--- src/rtl/imm_ext_stage.sv ---
`default_nettype none
`timescale 1ns/1ps
// ============================================================================
// Module   : imm_ext_stage
// Brief    : Immediate extender feeding a 2-entry skid FIFO with registered head.
// Revision : 1.0
// ============================================================================
module imm_ext_stage #(
    parameter int IN_W  = 16,
    parameter int OUT_W = 32
) (
    input  logic             clk,
    input  logic             rst_n,
    input  logic             flush,
    input  logic             in_valid,
    output logic             in_ready,
    input  logic [IN_W-1:0]  in_imm,
    input  logic [1:0]       in_mode,
    output logic             out_valid,
    input  logic             out_ready,
    output logic [OUT_W-1:0] out_data,
    output logic [1:0]       out_mode
);

    localparam int c_PAD_W = OUT_W - IN_W;

    logic [OUT_W-1:0] r_memData [2];
    logic [1:0]       r_memMode [2];
    logic             r_wrPtr;
    logic             r_rdPtr;
    logic [1:0]       r_count;
    logic [OUT_W-1:0] r_outData;
    logic [1:0]       r_outMode;

    logic [OUT_W-1:0] w_sext;
    logic [OUT_W-1:0] w_ext;
    logic             w_accept;
    logic             w_consume;
    logic             w_rdPtrNext;
    logic [1:0]       w_countNext;
    logic [OUT_W-1:0] w_headData;
    logic [1:0]       w_headMode;

    always_comb begin
        w_sext = {{c_PAD_W{in_imm[IN_W-1]}}, in_imm};
        w_ext  = w_sext;
        case (in_mode)
            2'b00:   w_ext = w_sext;
            2'b01:   w_ext = {{c_PAD_W{1'b0}}, in_imm};
            2'b10:   w_ext = {in_imm, {c_PAD_W{1'b0}}};
            default: w_ext = {w_sext[OUT_W-3:0], 2'b00};
        endcase
    end

    assign in_ready  = (r_count != 2'd2);
    assign out_valid = (r_count != 2'd0);
    assign out_data  = r_outData;
    assign out_mode  = r_outMode;

    assign w_accept    = in_valid && in_ready && !flush;
    assign w_consume   = out_valid && out_ready && !flush;
    assign w_rdPtrNext = r_rdPtr ^ w_consume;

    always_comb begin
        w_countNext = r_count;
        if (w_accept && !w_consume) begin
            w_countNext = r_count + 2'd1;
        end else if (!w_accept && w_consume) begin
            w_countNext = r_count - 2'd1;
        end
    end

    // Pre-compute the head after this edge so the output port is a plain register;
    // a slot being written this edge must be bypassed from the extender.
    always_comb begin
        w_headData = '0;
        w_headMode = '0;
        if (w_countNext != 2'd0) begin
            if (w_accept && (r_wrPtr == w_rdPtrNext)) begin
                w_headData = w_ext;
                w_headMode = in_mode;
            end else begin
                w_headData = r_memData[w_rdPtrNext];
                w_headMode = r_memMode[w_rdPtrNext];
            end
        end
    end

    always_ff @(posedge clk) begin
        if (w_accept) begin
            r_memData[r_wrPtr] <= w_ext;
            r_memMode[r_wrPtr] <= in_mode;
        end
    end

    always_ff @(posedge clk or negedge rst_n) begin
        if (!rst_n) begin
            r_wrPtr   <= 1'b0;
            r_rdPtr   <= 1'b0;
            r_count   <= 2'd0;
            r_outData <= '0;
            r_outMode <= 2'b00;
        end else if (flush) begin
            r_wrPtr   <= 1'b0;
            r_rdPtr   <= 1'b0;
            r_count   <= 2'd0;
            r_outData <= '0;
            r_outMode <= 2'b00;
        end else begin
            r_wrPtr   <= r_wrPtr ^ w_accept;
            r_rdPtr   <= w_rdPtrNext;
            r_count   <= w_countNext;
            r_outData <= w_headData;
            r_outMode <= w_headMode;
        end
    end

endmodule
`default_nettype wire

--- config.mk ---
export PLATFORM = sky130hd
export DESIGN_NAME = imm_ext_stage
export DESIGN_NICKNAME = d
export VERILOG_FILES = /design/src/rtl/imm_ext_stage.sv
export SDC_FILE = /design/constraint.sdc
export NUM_CORES = 1
export LEC_CHECK = 0
export ABC_AREA = 1
export CORE_MARGIN = 5
export CORE_UTILIZATION = 36
export CTS_CLUSTER_SIZE = 30
export DETAILED_ROUTE_END_ITERATION = 10
export GPL_TIMING_DRIVEN = 0
export HOLD_SLACK_MARGIN = 0.03
export PLACE_DENSITY = 0.62
export SYNTH_ARGS = -nofsm -noshare
export SYNTH_HDL_FRONTEND = slang
export SYNTH_SLANG_ARGS = --single-unit
export TNS_END_PERCENT = 5
--- constraint.sdc ---
create_clock -name clk -period 2.3 [get_ports clk]
set_input_delay 0.23 -clock clk [delete_from_list [all_inputs] [get_ports clk]]
set_output_delay 0.23 -clock clk [all_outputs]
set_load 0.005 [all_outputs]
==> impl_metrics.tcl <==
set metrics [dict create \
    status "finished, final reports clean" \
    htreeDepth 3 \
    antenna_found_initial 0 \
    fin_skew_ps 5.361 \
    antenna_cells 0 \
    synth.most_common_cell "nand2_1" \
    die_x_um 125.3 \
    worstPathRequired_ps 2340 \
    drt-total-wl_mm 11.09 \
    min_period_ps 2044 \
    pwr-share-clk_pct 33.4 \
    tightest_slew_ps 899.9 \
    combPwrFrac_pct 17.5 \
    root_buffer "clkbuf_16" \
    core_um2 13140 \
    cts_buffer_depth 2 \
    synth-edff-count 68 \
    startpoint_type "flip-flop" \
    port_buffers 58 \
    area_delta_synth_final_pct 23.63 \
    placed_area_um2 5583 \
    fin_cells 758 \
    dr.pass1.iters 6 \
    slew_headroom_pct 40.00 \
    drc 0 \
    fin_util_pct 45.00 \
    avgViaCountPerCell 4.828 \
    syn_nets 535 \
    synth_ff_type "edfxtp_1" \
    seq_power_share_pct 49.1 \
    numCtsBuffers 9 \
    start_util_pct 36.40 \
    synth_area_leaders "edfxtp_1, dfrtp_1, nand2_1, nand3_1, inv_1" \
    die_h_um 125.3 \
    syn_area_um2 4782 \
    drt_iter0_markers 253 \
    end_kind "flip-flop" \
    hpwl_mm 7.441 \
    ir_drop_mv 0.3552 \
    design.die.area_um2 15690 \
    async_flop_share_pct 35.85 \
    maxCapViolCount 0 \
    setup_viol 0 \
    synth_cell_type_count 21 \
    wl_per_cell_um 14.62 \
    worstPathArrival_ps 2090 \
    grt_pass1_wl_mm 18.17 \
    finalSetupTns_ps 0 \
    clock-sinks 106 \
    synth_warnings 0 \
    io_pins 59 \
    p_sw_uw 1145 \
    fmax_ghz 0.4893 \
    cts_tree "built" \
    critPathKind "reg2reg" \
    period_share_pct 88.86 \
    drive_gt1_share_pct 8.247 \
    slew_viol_final 0 \
    cp_max_fo 20 \
    final_hold_viol_count 0 \
    clkTransAtPathRegs_ps 70 \
    gr-usage-all-layers_pct 14.57 \
    swShare_pct 25.58 \
    grt_pass1_vias 3577 \
    ys_top_cells_by_count "nand2_1, nand3_1, edfxtp_1, inv_1, dfrtp_1" \
    powerDensity_nw_per_um2 757.2 \
    yosys.area.top_type "edfxtp_1" \
    total_leakage_power_uw 0.002829 \
    syn_inst 508 \
    hold_buffers 0 \
    p_int_uw 3331 \
    fin_area_um2 5912 \
    synth-seq-area-share_pct 62.59 \
    clk_latency_ps 340 \
    fp-row-count 42 \
    dp_cells 742 \
    synth_area_per_cell_um2 9.414 \
    overflow 0 \
    fin_nets 604 \
    drtAntennaViolNets 0 \
    vias 3660 \
    synth.top_cell.area_share_pct 42.70 \
    grt_max_degree 39 \
    gp_congestion 0.8333 \
    rsz0062_at_grt "no" \
    hold_path_class "in2async" \
    ys_ff_latch 106 \
]
==> logic make-up (layout without fill, tap and decap cells) <==
logic type / count (synthesis) / after routing / synth area share [%]
and+or+nand+nor: 275 / 275 / 24.78
AOI/OAI and AO/OA: 33 / 33 / 3.820
buffers and inverters: 90 / 164 / 7.771
adders and majority gates: 4 / 4 / 1.047
DFF: 106 / 106 / 62.59
==> state kept, by name, summed over array words and instances (netlist names) <==
register   flops
out_data      32
out_mode       2
r_count        2
r_memData     64
r_memMode      4
r_rdPtr        1
r_wrPtr        1
==> worst max-delay path, stage by stage (launching register included) <==
cell and delay [ps]:
dfrtp_1 350, inv_1 70, ha_1 200, inv_2 50
nand2_1 90, nor2_2 140, buf_6 230, ha_4 360
buf_8 240
==> cells in the final DEF (no fill, tap or decap), types with 3 or more instances in the layout <==
master	n
nor2_1	6
buf_4	3
inv_2	3
clkdlybuf4s50_1	57
dfrtp_1	38
nand3_1	77
a21oi_1	16
clkbuf_16	9
buf_1	3
nand2_1	182
o22ai_1	14
o21ai_0	3
clkbuf_1	7
inv_1	60
buf_2	15
edfxtp_1	68
==> power groups by stage <==
| stage | registers, uW | logic, uW | clock network (uW) |
|---|---|---|---|
| global placement | 2240 | 762 | 0 |
| detailed placement | 2240 | 775 | 0 |
| floorplan | 2250 | 430 | 0 |
| finish | 2200 | 781 | 1500 |
| global route | 2210 | 885 | 1600 |
| CTS | 2200 | 786 | 1540 |
==> per-layer routing <==
layer,GRT usage [%],wire length [um]
met5,0,0
met4,5.740,166
met3,3.539,656
met2,23.63,5472
met1,18.89,4788
==> final cells by class <==
| cell class | count | area, um^2 |
|---|---|---|
| plain buffers | 26 | 137.6 |
| clock buffers | 12 | 236.5 |
| clock inverters | 4 | 52.55 |
| fillers | 1290 | 7226 |
| inverters | 63 | 236.5 |
| multi-input cells | 312 | 1445 |
| flip-flops and latches | 106 | 2993 |
| well taps | 176 | 220.2 |
| repair buffers | 59 | 590.6 |
==> metrics by stage <==
step           power (uW)  setup slack (ps)  hold slack [ps]
6_report             4476             256.3            14.17
5_1_grt              4700             30.11            102.5
4_1_cts              4522             63.98            43.03
3_5_place_dp         3017            -664.0            415.6
3_3_place_gp         3002             -1133            536.8
2_1_floorplan        2676            -304.2           -65.59
==> final timing paths <==
kind	startpoint	to	slack, ps	cells past startpoint
worst min-delay path	rst_n	out_data[2]	10	1
worst max-delay path	r_count[0]	r_memData[0][23]	260	8
worst min register to register	r_count[0]	r_count[0]	580	3
max in group asynchronous	rst_n	out_data[23]	1720	1
worst max register to register	r_count[0]	r_memData[0][23]	260	8
min in group clk	r_count[0]	r_count[0]	580	3
==> timing repair <==
| action | CTS | global route |
|---|---|---|
| pin swaps | 1 | 0 |
| gates resized for setup | 2 | 3 |
| setup buffers | 1 | 0 |
| setup endpoints to repair | 68 | 30 |
No activity file was read; power rests on OpenSTA's default activity.
